--- src/rtl/matrix_index_walker.sv ---
// Handshaked index sequencer that walks every element of a rows x cols matrix,
// row-major or column-major, emitting registered (row, col, addr) beats.
module matrix_index_walker #(
    parameter int ROW_W  = 8,
    parameter int COL_W  = 8,
    parameter int ADDR_W = 16
) (
    input  logic              clock,
    input  logic              reset,
    input  logic              start,
    input  logic              abort,
    input  logic              transpose,
    input  logic [ROW_W-1:0]  rows,
    input  logic [COL_W-1:0]  cols,
    output logic              out_valid,
    input  logic              out_ready,
    output logic [ROW_W-1:0]  out_row,
    output logic [COL_W-1:0]  out_col,
    output logic [ADDR_W-1:0] out_addr,
    output logic              out_last,
    output logic              busy,
    output logic              done
);

    typedef enum logic [1:0] {IDLE, RUN, DONE} state_t;

    state_t              state_reg, state_next;
    logic [ROW_W-1:0]    rows_reg, rows_next;
    logic [COL_W-1:0]    cols_reg, cols_next;
    logic                transpose_reg, transpose_next;
    logic [ROW_W-1:0]    row_reg, row_next;
    logic [COL_W-1:0]    col_reg, col_next;
    logic [ADDR_W-1:0]   addr_reg, addr_next;
    logic                valid_reg, valid_next;
    logic                last_reg, last_next;
    logic                busy_reg, busy_next;
    logic                done_reg, done_next;

    logic at_row_end;
    logic at_col_end;

    assign at_row_end = (row_reg == ROW_W'(rows_reg - 1'b1));
    assign at_col_end = (col_reg == COL_W'(cols_reg - 1'b1));

    always_comb begin
        state_next     = state_reg;
        rows_next      = rows_reg;
        cols_next      = cols_reg;
        transpose_next = transpose_reg;
        row_next       = row_reg;
        col_next       = col_reg;
        addr_next      = addr_reg;

        case (state_reg)
            IDLE: begin
                if (start) begin
                    rows_next      = rows;
                    cols_next      = cols;
                    transpose_next = transpose;
                    row_next       = '0;
                    col_next       = '0;
                    addr_next      = '0;
                    state_next     = (rows != '0 && cols != '0) ? RUN : DONE;
                end
            end
            RUN: begin
                if (abort) begin
                    state_next = IDLE;
                end else if (valid_reg && out_ready) begin
                    if (last_reg) begin
                        state_next = DONE;
                    end else if (!transpose_reg) begin
                        addr_next = addr_reg + ADDR_W'(1);
                        if (at_col_end) begin
                            col_next = '0;
                            row_next = row_reg + ROW_W'(1);
                        end else begin
                            col_next = col_reg + COL_W'(1);
                        end
                    end else begin
                        // Column wrap restarts the address at the next column's
                        // top element, which is simply its column index.
                        if (at_row_end) begin
                            row_next  = '0;
                            col_next  = col_reg + COL_W'(1);
                            addr_next = ADDR_W'(col_reg) + ADDR_W'(1);
                        end else begin
                            row_next  = row_reg + ROW_W'(1);
                            addr_next = addr_reg + ADDR_W'(cols_reg);
                        end
                    end
                end
            end
            DONE: state_next = IDLE;
            default: state_next = IDLE;
        endcase

        valid_next = (state_next == RUN);
        busy_next  = (state_next != IDLE);
        done_next  = (state_next == DONE);
        last_next  = (state_next == RUN)
                   && (row_next == ROW_W'(rows_next - 1'b1))
                   && (col_next == COL_W'(cols_next - 1'b1));
    end

    always_ff @(posedge clock or posedge reset) begin
        if (reset) begin
            state_reg     <= IDLE;
            rows_reg      <= '0;
            cols_reg      <= '0;
            transpose_reg <= 1'b0;
            row_reg       <= '0;
            col_reg       <= '0;
            addr_reg      <= '0;
            valid_reg     <= 1'b0;
            last_reg      <= 1'b0;
            busy_reg      <= 1'b0;
            done_reg      <= 1'b0;
        end else begin
            state_reg     <= state_next;
            rows_reg      <= rows_next;
            cols_reg      <= cols_next;
            transpose_reg <= transpose_next;
            row_reg       <= row_next;
            col_reg       <= col_next;
            addr_reg      <= addr_next;
            valid_reg     <= valid_next;
            last_reg      <= last_next;
            busy_reg      <= busy_next;
            done_reg      <= done_next;
        end
    end

    assign out_valid = valid_reg;
    assign out_row   = row_reg;
    assign out_col   = col_reg;
    assign out_addr  = addr_reg;
    assign out_last  = last_reg;
    assign busy      = busy_reg;
    assign done      = done_reg;

endmodule

--- config.mk ---
export PLATFORM = sky130hd
export DESIGN_NAME = matrix_index_walker
export DESIGN_NICKNAME = d
export VERILOG_FILES = /design/src/rtl/matrix_index_walker.sv
export SDC_FILE = /design/constraint.sdc
export NUM_CORES = 1
export LEC_CHECK = 0
export CORE_ASPECT_RATIO = 0.7
export CORE_MARGIN = 5
export CORE_UTILIZATION = 37
export CTS_CLUSTER_DIAMETER = 120
export CTS_CLUSTER_SIZE = 8
export DETAILED_ROUTE_END_ITERATION = 10
export DONT_BUFFER_PORTS = 1
export GPL_ROUTABILITY_DRIVEN = 0
export SLEW_MARGIN = 10
export SYNTH_ARGS = -nofsm -noshare
export SYNTH_HDL_FRONTEND = slang
export SYNTH_SLANG_ARGS = --single-unit
--- constraint.sdc ---
create_clock -name clock -period 4.26 [get_ports clock]
set_clock_uncertainty 0.15 [all_clocks]
set_input_delay 0.426 -clock clock [delete_from_list [all_inputs] [get_ports clock]]
set_output_delay 0.426 -clock clock [all_outputs]
set_load 0.02 [all_outputs]
==> results.sh, run 1 <==
export IMPL_status="completed"
export IMPL_cp_required_ns=4.33
export IMPL_die_w_um=152.3
export IMPL_die_h_um=109.6
export IMPL_clock_root_buffer="clkbuf_16"
export IMPL_setup_viol_count_final=0
export IMPL_io_pins=58
export IMPL_wire_per_inst_um=21.68
export IMPL_synth_area_leaders="dfrtp_1 26%, nand2_1 6.4%, xnor2_1 6.2%"
export IMPL_leakagePower_nw=2.344
export IMPL_final_util=0.4066
export IMPL_hold_buffers=0
export IMPL_syn_num_nets=712
export IMPL_ys_warn_count=0
export IMPL_route_detailed_drc=0
export IMPL_fin_crit_sh=0.9529
export IMPL_hold_path_class="in -> async"
export IMPL_cts_clk_slew_worst_paths_ns=0.08
export IMPL_synth_top_area_share=0.2624
export IMPL_gr_total_overflow=0
export IMPL_ys_seq_area_frac=0.2624
export IMPL_numCtsBuffers=5
export IMPL_hpwlAfterDp_um=14260
export IMPL_grt_antenna_before_repair=0
export IMPL_port_buffers=0
export IMPL_nNetsFinal=701
export IMPL_clk_path_buf_depth=2
export IMPL_slew_violations=0
export IMPL_synth_cells=674
export IMPL_ys_ff_latch=55
export IMPL_cp_arrival_ns=4.12
export IMPL_final_hold_viol_count=0
export IMPL_areaGrowthSynthToFinish_pct=7.896
export IMPL_post_cts_setup_buffers=0
export IMPL_grtUsageTotal=0.2186
export IMPL_worstPathCellList="nor3b_2, buf_4, mux2i_1, ha_1, xor2_1, o32ai_1, a311oi_1, nand4_1, a2111o_1, nor4_1, nand4_1, nor4_2"
export IMPL_initial_core_util=0.3768
export IMPL_worstSetupStartpointType="flop"
export IMPL_rsz0062_at_grt="no"
export IMPL_wl_um=18520
export IMPL_synth_edff_count=0
export IMPL_min_period_ns=4.059
export IMPL_num_rows=36
export IMPL_h_tree_depth=2
export IMPL_first_pass_iters=7
export IMPL_cts_tree="done"
export IMPL_drive_gt1_frac=0.09187
export IMPL_grt_pass1_vias=4998
export IMPL_clock_sinks=55
export IMPL_worstSetupEndpointType="flop"
export IMPL_critical_path_max_stage_delay_ns=0.49
export IMPL_fmax_mhz=246.3
export IMPL_irDropWorstVdd_v=0.0002072
export IMPL_vias=5400
export IMPL_yosys_most_used_dff="dfrtp_1"
export IMPL_clk_latency_ns=0.31
export IMPL_synth_area_sq_mm=0.005245
export IMPL_fillers=1404
export IMPL_postSynth_asyncResetShare=1.000
export IMPL_worst_slew_pin_slew_ns=0.8602
export IMPL_synth_avg_cell_area_sq_um=7.782
export IMPL_relSlewSlack=0.4265
export IMPL_cp_max_fo=17
export IMPL_max_cap_violations=0
export IMPL_synth_cell_types=80
export IMPL_die_area_sq_mm=0.01669
export IMPL_ant_nets=0
export IMPL_criticalPathCategory="reg -> reg"
export IMPL_drtIter0Drc=798
export IMPL_diodes=0
export IMPL_crit_slowest_cell="mux2i_1"
export IMPL_post_cts_resized=0
export IMPL_synth_top_area_cell="dfrtp_1"
export IMPL_critPathMostFrequentCell="nand4_1"
export IMPL_largest_reg_flops=16
export IMPL_path_buf_inv=1
export IMPL_viasPerCell=6.323
export IMPL_grt_max_degree=56
export IMPL_worst_path_dominant_cell_family="simple AND/OR/NAND/NOR gates"
export IMPL_core_sq_mm=0.01392
export IMPL_grt_pass1_wl_um=28660
export IMPL_cellPowerDensity_mw_per_mm2=359.1
export IMPL_setup_tns_ns=0
-- metrics by stage --
stage	setup slack (ns)	total power, mW	hold slack [ns]	std cells	area, sq um
final	0.2005	2.032	0.06310	854	5659
after global routing	0.03378	2.142	0.06367	854	5659
after CTS	0.3139	2.011	0.06885	854	5659
after detailed placement	0.3420	1.561	0.3867	846	5508
after global placement	0.3606	1.540	0.3826	846	5508
after floorplan	0.02711	1.317	0.3544	674	5245
-- final timing paths --
kind / from / slack, ns / endpoint / cells past startpoint
max: state_reg[0]$_DFF_PP0_ / 0.20 / out_last$_DFF_PP0_ / 12
min: reset / 0.06 / rows_reg[3]$_DFF_PP0_ / 2
max reg2reg: state_reg[0]$_DFF_PP0_ / 0.20 / out_last$_DFF_PP0_ / 12
min reg2reg: rows_reg[7]$_DFF_PP0_ / 0.42 / rows_reg[7]$_DFF_PP0_ / 2
max in group asynchronous: reset / 3.40 / out_addr[10]$_DFFE_PP0P_ / 2
min in group clock: abort / 0.07 / state_reg[1]$_DFF_PP0_ / 1
-- cells by family after synthesis --
family,count (synthesis),synth area share
mux,19,0.03888
buf+inv,80,0.05916
fa+ha+maj,17,0.04151
simple gates,252,0.2462
compound gates,195,0.2529
flops,55,0.2624
xor+xnor,56,0.09900
-- cells in the mapped netlist (all sizes together), types with 3 or more instances --
| cell | count |
|---|---|
| o21bai | 6 |
| o211ai | 13 |
| nand2 | 89 |
| dfrtp | 55 |
| a2bb2oi | 3 |
| a311oi | 3 |
| inv | 36 |
| a21oi | 36 |
| buf | 8 |
| nor3 | 23 |
| clkbuf | 36 |
| nor2b | 4 |
| or4 | 8 |
| a21o | 9 |
| or2 | 6 |
| xnor2 | 38 |
| a22o | 4 |
| a211oi | 8 |
| ha | 15 |
| and2 | 6 |
| o22ai | 5 |
| nor2 | 35 |
| nand4 | 9 |
| nor4 | 11 |
| a32oi | 4 |
| nand2b | 4 |
| o31ai | 6 |
| and3 | 17 |
| o32ai | 4 |
| mux2i | 18 |
| xor2 | 17 |
| nand3 | 21 |
| or3 | 5 |
| o2111ai | 4 |
| o21ai | 53 |
| a31oi | 12 |
-- worst reg2reg max path: stages (launching register included) --
cell      delay [ns]
dfrtp_1         0.47
nor3b_2         0.24
buf_4           0.28
mux2i_1         0.50
ha_1            0.26
xor2_1          0.39
o32ai_1         0.19
a311oi_1        0.27
nand4_1         0.16
a2111o_1        0.37
nor4_1          0.27
nand4_1         0.15
nor4_2          0.27
-- power by group --
part	internal [mW]	total [mW]	switching, mW
registers	0.570	0.703	0.133
logic	0.329	0.883	0.554
clock network	0.237	0.446	0.209
total	1.14	2.03	0.896
-- placed cells by master (no fill, tap or decap), types with 3 or more instances in the layout --
cell type	n
a311oi_1	3
and2_1	6
a21o_1	9
xnor2_1	37
and3_1	17
buf_4	26
xor2_1	16
nand3_1	21
o21ai_1	5
nor4_1	8
or3_1	5
o31ai_1	6
a32oi_1	4
nor4_2	3
a21oi_1	36
or4_4	3
o2111ai_1	4
o21ai_0	47
o22ai_1	5
mux2i_1	17
o32ai_1	4
ha_1	15
a22o_1	4
or4_1	5
a2bb2oi_1	3
a31oi_1	10
inv_1	35
o21bai_1	6
nor2b_1	4
nand2b_1	4
clkbuf_16	5
dfrtp_1	55
nand4_1	9
nor2_1	34
o211ai_1	13
nor3_1	23
nand2_1	89
a211oi_1	8
or2_2	5
-- layout make-up --
type                       instances  area, sq um  share of cell area
timing repair buffer              26        195.2             0.03449
clock inverter                     1        8.758            0.001548
multi-input combinational        539         3563              0.6297
inverter                          36        135.1             0.02388
clock buffer                       7        142.6             0.02520
tap                              190        237.7             0.04201
sequential                        55         1376              0.2432
-- per-layer routing --
layer / global-route usage / wire (um) / vias up
li1: - / - / 2440
met2: 0.3029 / 7182 / 345
met4: 0.04747 / 278 / 0
met3: 0.07789 / 2761 / 34
met1: 0.3229 / 8295 / 2581
met5: 0 / 0 / -
(Power assumes the default switching activity.)
==> run 2, diff against run 1 <==
==> constraint.sdc (replaced) <==
create_clock -name clock -period 3.4 [get_ports clock]
set_clock_uncertainty 0.15 [all_clocks]
set_input_delay 0.34 -clock clock [delete_from_list [all_inputs] [get_ports clock]]
set_output_delay 0.34 -clock clock [all_outputs]
set_load 0.02 [all_outputs]
==> results.sh, run 2 (synthesized netlist as in run 1, its figures left out) <==
export IMPL_worst_path_dominant_cell_family="simple AND/OR/NAND/NOR gates"
export IMPL_areaGrowthSynthToFinish_pct=24.50
export IMPL_fillers=1371
export IMPL_grt_pass1_vias=5435
export IMPL_drtIter0Drc=710
export IMPL_num_rows=36
export IMPL_h_tree_depth=2
export IMPL_criticalPathCategory="reg -> reg"
export IMPL_worstSetupStartpointType="flop"
export IMPL_grt_antenna_before_repair=0
export IMPL_crit_slowest_cell="or4_4"
export IMPL_fin_ws_ns=-0.1205
export IMPL_cp_max_fo=4
export IMPL_relSlewSlack=0.4249
export IMPL_worstPathCellList="or4_4, or4_1, o211ai_1, a31o_2, a211oi_1, buf_4, o21ai_0, a21boi_0, buf_4, xnor2_1, nand4b_1, nor4_2"
export IMPL_numCtsBuffers=5
export IMPL_worstSetupEndpointType="flop"
export IMPL_diodes=0
export IMPL_cts_clk_slew_worst_paths_ns=0.07
export IMPL_cellPowerDensity_mw_per_mm2=442.5
export IMPL_io_pins=58
export IMPL_critical_path_max_stage_delay_ns=0.54
export IMPL_status="finished, violations left"
export IMPL_slew_violations=0
export IMPL_port_buffers=0
export IMPL_multi_input_area_sq_mm=0.003797
export IMPL_holdPathStages=2
export IMPL_setup_viol_count_final=1
export IMPL_dp_worst_setup_slack_ns=-0.1085
export IMPL_die_w_um=152.3
export IMPL_cts_tree="done"
export IMPL_core_sq_mm=0.01392
export IMPL_clock_root_buffer="clkbuf_16"
export IMPL_gr_total_overflow=0
export IMPL_fmax_mhz=284.0
export IMPL_critPathMostFrequentCell="buf_4"
export IMPL_reg2reg_depth=12
export IMPL_dpl_cell_count=920
export IMPL_die_h_um=109.6
export IMPL_grt_max_degree=38
export IMPL_cp_required_ns=3.45
export IMPL_path_buf_inv=2
export IMPL_hpwlAfterDp_um=15090
export IMPL_route_detailed_drc=0
export IMPL_wire_per_inst_um=20.77
export IMPL_irDropWorstVdd_v=0.0002367
export IMPL_leakagePower_nw=2.783
export IMPL_clk_path_buf_depth=2
export IMPL_drive_gt1_frac=0.2289
export IMPL_grt_pass1_wl_um=30010
export IMPL_worst_slew_pin_slew_ns=0.8627
export IMPL_min_to="transpose_reg$_DFFE_PP0P_"
export IMPL_reg2reg_to="out_last$_DFF_PP0_"
export IMPL_rrSetupSlack_ns=-0.12
export IMPL_die_area_sq_mm=0.01669
export IMPL_violations="setup timing"
export IMPL_final_common_cell="buf_4"
export IMPL_fin_crit_sh=1.035
export IMPL_worstSetupStartpoint="rows_reg[0]$_DFF_PP0_"
export IMPL_min_period_ns=3.521
export IMPL_nNetsFinal=786
export IMPL_clk_latency_ns=0.30
export IMPL_final_cell_mix="104 x buf_4, 89 x nand2_1, 54 x dfrtp_1"
export IMPL_wl_um=19460
export IMPL_rsz0062_at_grt="yes"
export IMPL_stdcell_count=937
export IMPL_initial_core_util=0.3768
export IMPL_first_pass_iters=7
export IMPL_largest_reg_flops=16
export IMPL_max_cap_violations=0
export IMPL_grtUsageTotal=0.2272
export IMPL_seq_area_sq_mm=0.001378
export IMPL_clock_sinks=55
export IMPL_min_from="transpose"
export IMPL_ant_nets=0
export IMPL_vias=5664
export IMPL_r2r_start="rows_reg[0]$_DFF_PP0_"
export IMPL_hold_path_class="in -> reg"
export IMPL_viasPerCell=6.045
export IMPL_cp_arrival_ns=3.57
export IMPL_final_hold_viol_count=0
-- run 2: cell count changes in the layout (fill, tap and decap cells not counted), moves of 4 or more --
| cell | previous run | this run |
|---|---|---|
| dlygate4sd3_1 | 0 | 5 |
| buf_4 | 26 | 104 |
| mux2i_1 | 17 | 12 |
| nor2_1 | 34 | 30 |
| mux2i_4 | 1 | 5 |
-- run 2: layout make-up --
cell class,instances,share of cell area
Inverter,36,0.02069
Timing Repair Buffer,111,0.1307
Tap cell,190,0.03641
Clock buffer,6,0.01974
Multi-Input combinational cell,539,0.5815
Sequential cell,55,0.2110
-- run 2: worst reg2reg max path: stages, from the launching register on --
cell      delay (ns)
dfrtp_1         0.41
or4_4           0.54
or4_1           0.52
o211ai_1        0.19
a31o_2          0.22
a211oi_1        0.10
buf_4           0.16
o21ai_0         0.14
a21boi_0        0.28
buf_4           0.17
xnor2_1         0.12
nand4b_1        0.15
nor4_2          0.27
-- run 2: how the worst max path moves through the flow --
stage,to,slack (ns),depth (start not counted)
2_1_floorplan,out_last$_DFF_PP0_,-0.08,17
3_3_place_gp,out_last$_DFF_PP0_,-0.1,12
3_5_place_dp,out_last$_DFF_PP0_,-0.11,12
4_1_cts,out_last$_DFF_PP0_,-0.03,12
5_1_grt,out_last$_DFF_PP0_,-0.23,13
6_report,out_last$_DFF_PP0_,-0.12,12
-- run 2: metrics by stage --
stage | util | setup TNS, ns | power (mW) | hold WS, ns | instance area, sq um
CTS | 0.4528 | -0.02967 | 2.744 | 0.004702 | 6302
detailed placement | 0.4363 | -0.1085 | 2.201 | 0.2879 | 6072
floorplan | - | -0.07785 | 1.663 | 0.2954 | 5288
global placement | 0.4363 | -0.09510 | 2.173 | 0.2692 | 6072
finish | 0.4692 | -0.1205 | 2.890 | 0.02761 | 6530
global route | 0.4692 | -0.2285 | 3.043 | 0.03327 | 6530
-- run 2: where the power goes --
| part | switching [mW] | internal, mW | leakage [nW] |
|---|---|---|---|
| clock | 0.240 | 0.266 | 0.0628 |
| combinational | 0.882 | 0.678 | 1.99 |
| sequential | 0.106 | 0.717 | 0.726 |
| total | 1.23 | 1.66 | 2.78 |
-- run 2: metal layers --
| layer | global-route usage | up-vias | share of wire |
|---|---|---|---|
| met5 | 0 | - | 0 |
| met4 | 0.05260 | 0 | 0.019 |
| met3 | 0.08773 | 48 | 0.13 |
| met2 | 0.3197 | 318 | 0.39 |
| met1 | 0.3266 | 2699 | 0.46 |
| li1 | - | 2599 | - |
-- run 2: timing repair --
action / 4_1_cts / 5_1_grt
endpoints found under the setup margin: 1 / 2
gates resized for setup: 11 / 36
cloned: 0 / 0
setup buffers: 2 / 4
pin swaps: 3 / 16
endpoints found under the hold margin: 40 / 1
hold buffers: 4 / 1
